## src/rtl/bcd_serial_addsub.sv

```systemverilog
// bcd_serial_addsub: digit-serial BCD adder/subtractor, one digit per clock, LSD first.
// Define BCD_DIGIT_CHECK_EN to reject operands containing a nibble above 9 (err output).
module bcd_serial_addsub #(
  parameter int DIGITS = 4
) (
  input  logic                clk,
  input  logic                rst,
  input  logic                start,
  input  logic [4*DIGITS-1:0] a,
  input  logic [4*DIGITS-1:0] b,
  input  logic                cin,
  input  logic                sub,
  output logic                ready,
  output logic                done,
  output logic [4*DIGITS-1:0] sum,
  output logic                cout,
  output logic                err
);
  localparam int W = 4 * DIGITS;
  localparam int IW = DIGITS > 1 ? $clog2(DIGITS) : 1;
  localparam logic [IW-1:0] LAST = IW'(DIGITS - 1);
  typedef enum logic [1:0] {IDLE, CALC, DONE} state_t;
  state_t state;
  logic [W-1:0] a_r, b_r, work, work_n;
  logic [IW-1:0] idx;
  logic sub_r, carry, skip, last;
  logic [3:0] a_d, b_d, b_p, digit;
  logic [4:0] t;
  assign ready = state == IDLE && !rst;
  assign last = idx == LAST;
  always_comb begin
    a_d = a_r[4*idx +: 4];
    b_d = b_r[4*idx +: 4];
    b_p = sub_r ? 4'd9 - b_d : b_d;
    t = 5'(a_d) + 5'(b_p) + 5'(carry);
    digit = t > 5'd9 ? t[3:0] - 4'd10 : t[3:0];
    work_n = work;
    work_n[4*idx +: 4] = digit;
  end
`ifdef BCD_DIGIT_CHECK_EN
  logic bad_in, bad_r;
  always_comb begin
    bad_in = 1'b0;
    for (int i = 0; i < DIGITS; i++)
      bad_in = bad_in | (a[4*i +: 4] > 4'd9) | (b[4*i +: 4] > 4'd9);
  end
  // err changes only when an operation completes, valid or rejected
  always_ff @(posedge clk)
    if (rst) begin
      bad_r <= 1'b0;
      err <= 1'b0;
    end else begin
      if (state == IDLE && start) bad_r <= bad_in;
      if (state == CALC && (bad_r || last)) err <= bad_r;
    end
  assign skip = bad_r;
`else
  assign skip = 1'b0;
  assign err = 1'b0;
`endif
  always_ff @(posedge clk)
    if (rst) begin
      state <= IDLE;
      a_r <= '0;
      b_r <= '0;
      work <= '0;
      sum <= '0;
      idx <= '0;
      sub_r <= 1'b0;
      carry <= 1'b0;
      cout <= 1'b0;
      done <= 1'b0;
    end else begin
      done <= 1'b0;
      case (state)
        IDLE: if (start) begin
          a_r <= a;
          b_r <= b;
          sub_r <= sub;
          carry <= cin;
          idx <= '0;
          state <= CALC;
        end
        CALC: if (skip) begin
          sum <= '0;
          cout <= 1'b0;
          done <= 1'b1;
          state <= DONE;
        end else begin
          work <= work_n;
          carry <= t > 5'd9;
          idx <= last ? '0 : idx + 1'b1;
          if (last) begin
            sum <= work_n;
            cout <= t > 5'd9;
            done <= 1'b1;
            state <= DONE;
          end
        end
        default: state <= IDLE;
      endcase
    end
endmodule
```

## config.mk

```make
export PLATFORM = sky130hd
export DESIGN_NAME = bcd_serial_addsub
export DESIGN_NICKNAME = d
export VERILOG_FILES = /design/src/rtl/bcd_serial_addsub.sv
export SDC_FILE = /design/constraint.sdc
export NUM_CORES = 1
export LEC_CHECK = 0
export CAP_MARGIN = 20
export CORE_ASPECT_RATIO = 1.75
export CORE_UTILIZATION = 53
export DETAILED_ROUTE_END_ITERATION = 16
export PLACE_DENSITY = 0.83
export SYNTH_ARGS = -nofsm -noshare
export SYNTH_HDL_FRONTEND = slang
export SYNTH_SLANG_ARGS = --single-unit
export TNS_END_PERCENT = 100
```

## constraint.sdc

```tcl
create_clock -name clk -period 4.14 [get_ports clk]
set_clock_uncertainty 0.2 [all_clocks]
set_input_delay 0.414 -clock clk [delete_from_list [all_inputs] [get_ports clk]]
set_output_delay 0.414 -clock clk [all_outputs]
set_load 0.01 [all_outputs]
```

# Word level (Yosys, flattened, before mapping)
# Cells that the tools add are included.
[op_classes]
n_addsub = 6
magnitude_cmp = 1
eq_ne = 4
shifts = 4
n_mux = 12
bitwise = 1
reduce_logical = 9
[ops]
columns = ["op", "count"]
rows = [
  ["4-bit negator with 34-bit output", 1],
  ["4-bit by 34-bit variable shift with 16-bit output, first input constant", 1],
  ["4-bit by 34-bit variable part select with 16-bit output", 1],
  ["16-bit by 5-bit variable part select with 4-bit output", 2],
  ["16-bit bitwise mux", 1],
  ["2-bit two-way mux", 4],
  ["4-bit two-way mux", 2],
  ["2-bit one-hot mux with 2 select lines", 2],
  ["2-bit AND reduction", 4],
  ["4-bit by 4-bit adder with 5-bit output", 1],
  ["5-bit by 1-bit adder with 5-bit output", 1],
  ["5-bit by 4-bit > comparator with 1-bit output, second input constant", 1],
  ["2-bit inequality test, second input constant", 2],
  ["4-bit subtractor, first input constant", 1],
  ["4-bit subtractor, second input constant", 1],
  ["2-bit by 1-bit adder with 2-bit output, second input constant", 1],
  ["2-bit by 1-bit == test with 1-bit output, second input constant", 1],
  ["2-bit == test, second input constant", 1],
  ["2-bit zero test", 1],
  ["1-bit two-way mux", 2],
  ["1-bit one-hot mux with 2 select lines", 1],
  ["2-bit nonzero test", 1],
  ["2-bit OR reduction", 1],
  ["1-bit logical AND", 1],
  ["2 further kinds", 2],
]
[totals]
ff_bits = 72
input_bits = 37

# Logic depth before layout (Yosys ltp)
# Gate-level depths: netlist of the first run.
[depth]
ltp_word = 9
ltp_mapped = 15
ltp_nobuf = 14

# Least setup slack after synthesis of the first run
# OpenSTA, ideal clock, no wires.
[synth_timing]
kind = "reg-to-reg"
from = "register idx[0]"
to = "register work[10]"
setup_ns = 0.117
t_arrival_ns = 3.447
path_slack_ns = 0.377
path_stages_with_launch = 15
n_path_buf = 1
period_less_slack_ns = 3.763
path_cell_list = "dfxtp_1 > buf_6 > mux4_2 > xnor2_1 > fa_1 > inv_1 > fa_1 > xor2_1 > inv_1 > ha_1 > nand2_1 > a21oi_1 > o311a_4 > a311o_1 > a22o_1"
[synth_between]
elab_chain_cells = 9
word_cells_on_any_way = 13
cone_classes = "5 x add/sub; 1 x order compare; 4 x shift; 3 x mux"
[synth_rtl]
columns = ["element", "line", "source"]
rows = [
  ["from (decl)", "25", "logic [IW-1:0] idx;"],
  ["from (signal assigned)", "92", "idx <= last ? '0 : idx + 1'b1;"],
  ["16-bit by 5-bit variable part select with 4-bit output", "33", "b_d = b_r[4*idx +: 4];"],
  ["4-bit subtractor", "34", "b_p = sub_r ? 4'd9 - b_d : b_d;"],
  ["4-bit two-way mux", "34", ""],
  ["4-bit by 4-bit adder with 5-bit output", "35", "t = 5'(a_d) + 5'(b_p) + 5'(carry);"],
  ["5-bit by 1-bit adder with 5-bit output", "35", ""],
  ["4-bit subtractor / 5-bit by 4-bit > comparator with 1-bit output (equally long branches)", "36", "digit = t > 5'd9 ? t[3:0] - 4'd10 : t[3:0];"],
  ["4-bit two-way mux", "36", ""],
  ["4-bit by 34-bit variable part select with 16-bit output", "38", "work_n[4*idx +: 4] = digit;"],
  ["16-bit bitwise mux (*)", "38", ""],
  ["to (signal assigned)", "90", "work <= work_n;"],
  ["to (decl)", "24", "logic [W-1:0] a_r, b_r, work, work_n;"],
]
# Every way passes the cells marked *; elsewhere a longest branch is shown, timed or not.
# A chain may end at the register's enable or synchronous reset.

# Final worst setup path of the first run
[layout_timing]
from = "register idx[0]"
to = "register work[6]"
# The elaborated chain is that of the path after synthesis.

==> metrics.md, run 1 <==
| Metric | Value |
|---|---|
| Outcome | `finished, final reports clean` |
| Synthesized netlist net count | `445` |
| Hold-fix buffers at CTS | `0` |
| Mean post-synth cell area | `8.55 sq um` |
| Layout filler cell count | `524` |
| # port buffers | `55` |
| DR iter-0 viols | `176` |
| Die X-Extent | `62.3 microns` |
| Floorplan die area | `0.00671 sq mm` |
| Antenna violations before repair | `0` |
| Yosys top cell by area | `dfxtp_1` |
| Clock root buffer master | `clkbuf_8` |
| Clock period minus final worst setup slack | `3.92 ns` |
| Initial core utilization | `0.546` |
| Number of detailed-routing iterations run before antenna repair | `6` |
| Number of global-route vias before repair | `3,007` |
| CTS clock-pin slew for the worst setup and hold paths | `0.08 ns` |
| Class of the most critical setup path | `register to register` |
| Required arrival time at the worst endpoint | `4.20 ns` |
| Post-synth top area share | `0.427` |
| Routed wire length | `8080 microns` |
| Setup repair after global routing missed its margin | `false` |
| FP Rows | `38` |
| CTS tree | `built` |
| Chain of cells forming the critical path | `mux4_2 > xnor2_1 > fa_1 > inv_1 > fa_1 > xor2_2 > inv_1 > ha_1 > nand2_1 > a21oi_1 > o311a_4 > a311o_1 > a22o_1` |
| Final Power | `1.79 mW` |
| Diodes inserted | `0` |
| Largest cells by area after synthesis | `dfxtp_1 43%, a21oi_1 9.6%, nand2_1 8.6%` |
| Largest net degree at the start of global routing | `65` |
| DR vias | `3,029` |
| Post-route fraction of the period consumed by the critical path | `0.947` |
| Core box area | `0.00618 sq mm` |
| Routed length per instance | `15.3 microns` |
| Wire length of the first global-routing pass | `13,600 microns` |
| HP Class | `register to register` |
| Flop and latch count out of synthesis | `72` |
| Internal power component | `1.33 mW` |
| Buffer levels on the longest clock path | `2` |
| YS warnings | `0` |
| Number of hold violations in the final report | `0` |
| Proportion of total power due to net switching | `0.260` |
| Share of power burned in the clock network | `0.411` |
| Post-route setup TNS | `0 ns` |
| Critical Path End Type | `register` |
| Transition time of the tightest slew-check pin | `1.01 ns` |
| Number of distinct standard cells referenced by the synthesized netlist | `47` |
| Number of max-slew violations in the final report | `0` |
| DRC viols | `0` |
| Count of flip-flops with a built-in enable after synthesis | `0` |
| Startpoint of the lowest-slack hold path | `b_r[14]$_SDFFE_PP0P_` |
| Most frequent cells after synthesis | `77 x nand2_1, 72 x dfxtp_1, 65 x a21oi_1, 32 x nor2_1, 23 x inv_1` |
| Switching power total | `0.465 mW` |
| Worst reg2reg path startpoint | `idx[0]$_SDFFE_PP0P_` |
| Worst slew margin relative to its limit | `0.324` |
| Overall fraction of global-route tracks in use | `0.268` |
| Final GP Congestion | `1.00` |
| Critical-path top delay cell | `mux4_2` |
| Final setup violation count | `0` |
| Nets | `494` |
| Async set-reset flop share out of synthesis | `0` |
| Category of cells accounting for the largest share of critical-path delay | `compound AO/OA/AOI/OAI gates` |
| Die Y-Extent | `108 microns` |
| Max-capacitance violation count | `0` |
| Post-synthesis cell area | `0.00338 sq mm` |
| Latest clock arrival within the worst-skew pair | `0.36 ns` |
| Share of total power in combinational logic | `0.176` |
| Total power density per cell area | `424 mW/mm^2` |
| Most common cell in the synthesized netlist | `nand2_1` |
| Static leakage power | `1.62 nW` |
| Worst Hold Slack | `0.255 ns` |
| Maximum achievable frequency | `255 MHz` |
| Worst Setup SP | `idx[0]$_SDFFE_PP0P_` |
| Critical Path Source Type | `register` |
| DP HPWL | `5880 microns` |
| Power share of the sequential group | `0.413` |
| Number of vias per cell after detailed routing | `5.73` |
| Portion of the post-synthesis area used by sequential elements | `0.427` |
| Grt ovf | `0` |
| Worst supply voltage drop on vdd | `288 uV` |
| Clock sink count | `72` |
| Crit path buffers/inverters | `2` |
| Largest stage delay on the critical path | `0.53 ns` |
| Top FF cell, synth | `dfxtp_1` |
| Layout Area Growth over Synthesis | `25.3%` |
| Num CTS Buffers | `9` |
| Number of top-level pins | `57` |
| Critical path arrival | `3.98 ns` |
| Antenna Violating Nets Remaining | `0` |
| Level count of the clock H-tree | `3` |
| Gate Count Post-Synth | `395` |
| Maximum fanout count along the critical path | `6` |
| Ratio of cells with drive above 1 in the final layout | `0.0913` |
==> metal layers <==
metal	wire, microns	global-route usage	up-vias
met1	2890	0.260	1387
met2	4320	0.473	125
met3	356	0.0646	47
met5	0	0	-
met4	517	0.223	0
li1	-	-	1470
==> area by class of cell <==
cell class,count,area [sq um],area share
repair buffers,60,583,0.138
inverters,23,86.3,0.0204
well taps,80,100,0.0237
flip-flops and latches,72,1440,0.341
multi-input cells,278,1750,0.414
clock inverters,6,130,0.0308
clock buffers,10,138,0.0325
==> through the flow <==
step	cell area [sq um]	setup slack [ns]	instances	utilization
after floorplan	3380	0.377	395	-
after global placement	3950	0.267	513	0.639
after detailed placement	3950	0.0434	513	0.639
after CTS	4220	0.0106	529	0.683
after global routing	4230	0.0305	529	0.685
final	4230	0.221	529	0.685
==> tightest hold or removal path: stages, from the launching register on <==
cell and delay (ns):
dfxtp_1 0.31, nand2_1 0.05, a21oi_1 0.05
==> sequential cells by signal, indices dropped and copies added (netlist names) <==
name	cells
a_r	16
b_r	16
sum	16
work	16
idx	2
state	2
carry	1
cout	1
done	1
sub_r	1
==> worst paths after layout <==
kind / endpoint / slack [ns] / cells past startpoint
max: work[6]$_SDFFE_PP0P_ / 0.22 / 13
min: b_r[14]$_SDFFE_PP0P_ / 0.25 / 2
max reg2reg: work[6]$_SDFFE_PP0P_ / 0.22 / 13
min reg2reg: b_r[14]$_SDFFE_PP0P_ / 0.25 / 2
==> cell families after synthesis <==
kind of cell / count (synthesis) / share of synthesized area
xor+xnor: 3 / 0.00778
flops: 72 / 0.427
fa+ha+maj: 13 / 0.0526
mux: 9 / 0.0600
simple gates: 136 / 0.176
buf+inv: 45 / 0.0578
other cells: 1 / 0.00111
compound gates: 116 / 0.218
==> layout by cell type, fill, tap and decap left out, drive strengths merged, types with 5 or more instances in the layout <==
master / netlist / layout
nand2: 77 / 77
dfxtp: 72 / 72
a21oi: 65 / 65
clkdlybuf4s50: 0 / 54
nor2: 32 / 32
inv: 23 / 23
a211oi: 13 / 13
a22o: 12 / 12
ha: 11 / 11
clkbuf: 15 / 10
mux4: 8 / 8
o21ai: 8 / 8
buf: 7 / 6
nand3: 5 / 5
==> power by group through the flow <==
| stage | Combinational [mW] | Sequential (mW) | Clock, mW |
|---|---|---|---|
| floorplan | 0.216 | 0.748 | 0 |
| global placement | 0.293 | 0.755 | 0 |
| detailed placement | 0.306 | 0.755 | 0 |
| CTS | 0.307 | 0.739 | 0.743 |
| global route | 0.346 | 0.743 | 0.770 |
| finish | 0.316 | 0.739 | 0.737 |
==> repair_timing <==
| action | in CTS | in global routing |
|---|---|---|
| endpoints found under the setup margin | 0 | 18 |
| gates resized for setup | 0 | 3 |
| setup buffers | 0 | 0 |
No activity file was read; power rests on OpenSTA's default activity.
==> run 2: changes to the inputs <==
SLEW_MARGIN = 20   (was default)
==> results of run 2 <==
Final layout, timing and power as in run 1 (identical DEF).
==> run 3: changes to the inputs <==
GPL_TIMING_DRIVEN = 0   (was default)
==> run 3 against run 2 <==
Net effect: global-route usage rose by 1.2 points; hold slack barely moved; sequential share of layout area fell by 0.28 points; sequential cell count did not move; sequential power barely moved; wire length rose by 7.7%; critical endpoint unchanged.
==> metrics.md, run 3 (same netlist as run 1, synthesis figures left out) <==
| Metric | Value |
|---|---|
| DR iter-0 viols | `201 (+14%)` |
| Hold-fix buffers at CTS | `0 (unchanged)` |
| Floorplan die area | `0.00671 sq mm (unchanged)` |
| Ratio of cells with drive above 1 in the final layout | `0.0983 (+0.00698)` |
| Outcome | `finished, final reports clean` |
| Worst supply voltage drop on vdd | `287 uV (-0.19%)` |
| Combined flip-flop and latch cell area | `0.00145 sq mm (+0.17%)` |
| Clock sink count | `72 (unchanged)` |
| Final Power | `1.60 mW (-11%)` |
| Post-route setup TNS | `0 ns (unchanged)` |
| Global routing met3 resource utilization | `0.0720 (+0.00742)` |
| Num CTS Buffers | `9 (unchanged)` |
| Most congested layer reported by global routing | `met2` |
| Number of placed cells counting well taps | `530 (+3.3%)` |
| Maximum achievable frequency | `252 MHz (-1.4%)` |
| Worst Setup SP | `idx[0]$_SDFFE_PP0P_` |
| End of the worst hold path | `a_r[1]$_SDFFE_PP0P_` |
| Number of top-level pins | `57 (unchanged)` |
| Met1 demand-to-capacity share in global routing | `0.264 (+0.00391)` |
| Final GP Congestion | `0.916 (-8.7%)` |
| Diodes inserted | `0 (unchanged)` |
| DP HPWL | `6530 microns (+11%)` |
| Total power density per cell area | `374 mW/mm^2 (-12%)` |
| Number of max-slew violations in the final report | `0 (unchanged)` |
| CTS clock-pin slew for the worst setup and hold paths | `0.07 ns (about the same)` |
| CTS tree | `built` |
| Latest clock arrival within the worst-skew pair | `0.36 ns (about the same)` |
| Cell count of the worst reg-to-reg path | `13 (unchanged)` |
| Pre-CTS WS | `-0.178 ns (-0.221 ns)` |
| Critical Path Source Type | `register` |
| Number of global-route vias before repair | `3,112 (+3.5%)` |
| Static leakage power | `1.61 nW (-0.15%)` |
| Final setup violation count | `0 (unchanged)` |
| Number of detailed-routing iterations run before antenna repair | `4 (-2)` |
| Setup repair after global routing missed its margin | `false` |
| Number of hold violations in the final report | `0 (unchanged)` |
| Area of the multi-input gates | `0.00177 sq mm (+1.1%)` |
| Highest-count cells in the layout ignoring fill and taps | `76 x nand2_1, 71 x dfxtp_1, 64 x a21oi_1, 55 x clkdlybuf4s50_1, 32 x nor2_1` |
| Required arrival time at the worst endpoint | `4.20 ns (about the same)` |
| Antenna violations before repair | `0 (unchanged)` |
| Level count of the clock H-tree | `3 (unchanged)` |
| Clock root buffer master | `clkbuf_8` |
| Critical Path End Type | `register` |
| Wire length of the first global-routing pass | `14,200 microns (+4.4%)` |
| Critical path arrival | `4.03 ns (+0.05 ns)` |
| Cells on Worst Hold Path | `2 (unchanged)` |
| Nets | `515 (+4.3%)` |
| Reg2reg end | `work[6]$_SDFFE_PP0P_` |
| FP Rows | `38 (unchanged)` |
| Core box area | `0.00618 sq mm (unchanged)` |
| Worst reg2reg path startpoint | `idx[0]$_SDFFE_PP0P_` |
| Worst-case register-to-register setup slack | `0.17 ns (-0.05 ns)` |
| Largest net degree at the start of global routing | `11 (-83%)` |
| DRC viols | `0 (unchanged)` |
| Grt ovf | `0 (unchanged)` |
| Transition time of the tightest slew-check pin | `0.622 ns (-0.389 ns)` |
| Cell Area, Placed | `0.00403 sq mm (+1.9%)` |
| Count of non-filler cells in the finished layout | `548 (+3.6%)` |
| Layout filler cell count | `516 (-1.5%)` |
| Final WS setup | `0.167 ns (-0.0539 ns)` |
| Worst slew margin relative to its limit | `0.581 (+0.257)` |
| # port buffers | `55 (unchanged)` |
| Routed length per instance | `15.9 microns (+4.0%)` |
| Final standard cell area without fillers | `0.00427 sq mm (+1.0%)` |
| Clock period minus final worst setup slack | `3.97 ns (+0.0539 ns)` |
| Antenna Violating Nets Remaining | `0 (unchanged)` |
| Buffer levels on the longest clock path | `2 (unchanged)` |
| Initial core utilization | `0.546 (unchanged)` |
| Die Y-Extent | `108 microns (unchanged)` |
| DR vias | `3,167 (+4.6%)` |
| Startpoint of the lowest-slack hold path | `a_r[1]$_SDFFE_PP0P_` |
| Post-route fraction of the period consumed by the critical path | `0.960 (+0.0130)` |
| Met2 capacity usage during global routing | `0.527 (+0.0542)` |
| Class of the most critical setup path | `register to register` |
| Number of vias per cell after detailed routing | `5.78 (+0.93%)` |
| Maximum fanout count along the critical path | `10 (+4)` |
| Die X-Extent | `62.3 microns (unchanged)` |
| Routed wire length | `8700 microns (+7.7%)` |
| Layout Area Growth over Synthesis | `26.6%` |
| HP Class | `register to register` |
| Max-capacitance violation count | `0 (unchanged)` |
| Most frequent standard cell in the layout excluding fill and tap cells | `nand2_1` |
| Overall fraction of global-route tracks in use | `0.280 (+0.0120)` |
## run 3: worst max-delay path by stage
stage / slack [ns] / endpoint
CTS: 0.02 / work[6]$_SDFFE_PP0P_
floorplan: 0.38 / work[10]$_SDFFE_PP0P_
global route: 0.02 / work[2]$_SDFFE_PP0P_
global placement: -0.05 / work[10]$_SDFFE_PP0P_
finish: 0.17 / work[6]$_SDFFE_PP0P_
detailed placement: -0.18 / work[6]$_SDFFE_PP0P_
## run 3: per-layer routing
layer	share of wire	up-vias
met3	0.042	33
met2	0.56	114
li1	-	1515
met5	0	-
met4	0.048	0
met1	0.35	1505
## run 3: layout make-up
cell class                      instances  share of cell area
Buffer                                 22              0.0278
Clock buffer                           14              0.0404
Inverter                               23              0.0202
Multi-Input combinational cell        278               0.414
Sequential cell                        72               0.338
Tap cell                               80              0.0234
Timing Repair Buffer                   59               0.136
## run 3: power by group
group | leakage, nW | switching [mW] | total (mW) | internal [mW]
logic | 0.939 | 0.203 | 0.352 | 0.150
registers | 0.587 | 0.0172 | 0.739 | 0.721
clock network | 0.0886 | 0.246 | 0.507 | 0.261
total | 1.61 | 0.466 | 1.60 | 1.13
## run 3: critical path, stage by stage, from the launching register on
cell,delay [ns]
dfxtp_4,0.39
buf_12,0.15
mux4_2,0.55
xnor2_2,0.16
fa_2,0.22
inv_1,0.06
fa_2,0.61
inv_1,0.07
ha_1,0.23
nand2_2,0.11
a21oi_1,0.07
o311a_4,0.37
a311o_2,0.44
a22o_1,0.22
## run 3: metrics by stage
| step | util | hold slack, ns |
|---|---|---|
| 6_report | 0.691 | 0.255 |
| 2_1_floorplan | - | 0.233 |
| 3_5_place_dp | 0.652 | 0.247 |
| 5_1_grt | 0.691 | 0.276 |
| 3_3_place_gp | 0.652 | 0.240 |
| 4_1_cts | 0.683 | 0.257 |
## run 3: timing repair
action | CTS | global route
gates resized for setup | 3 | 10
pin swaps | 1 | 3
setup endpoints to repair | 17 | 18
setup buffers | 1 | 3
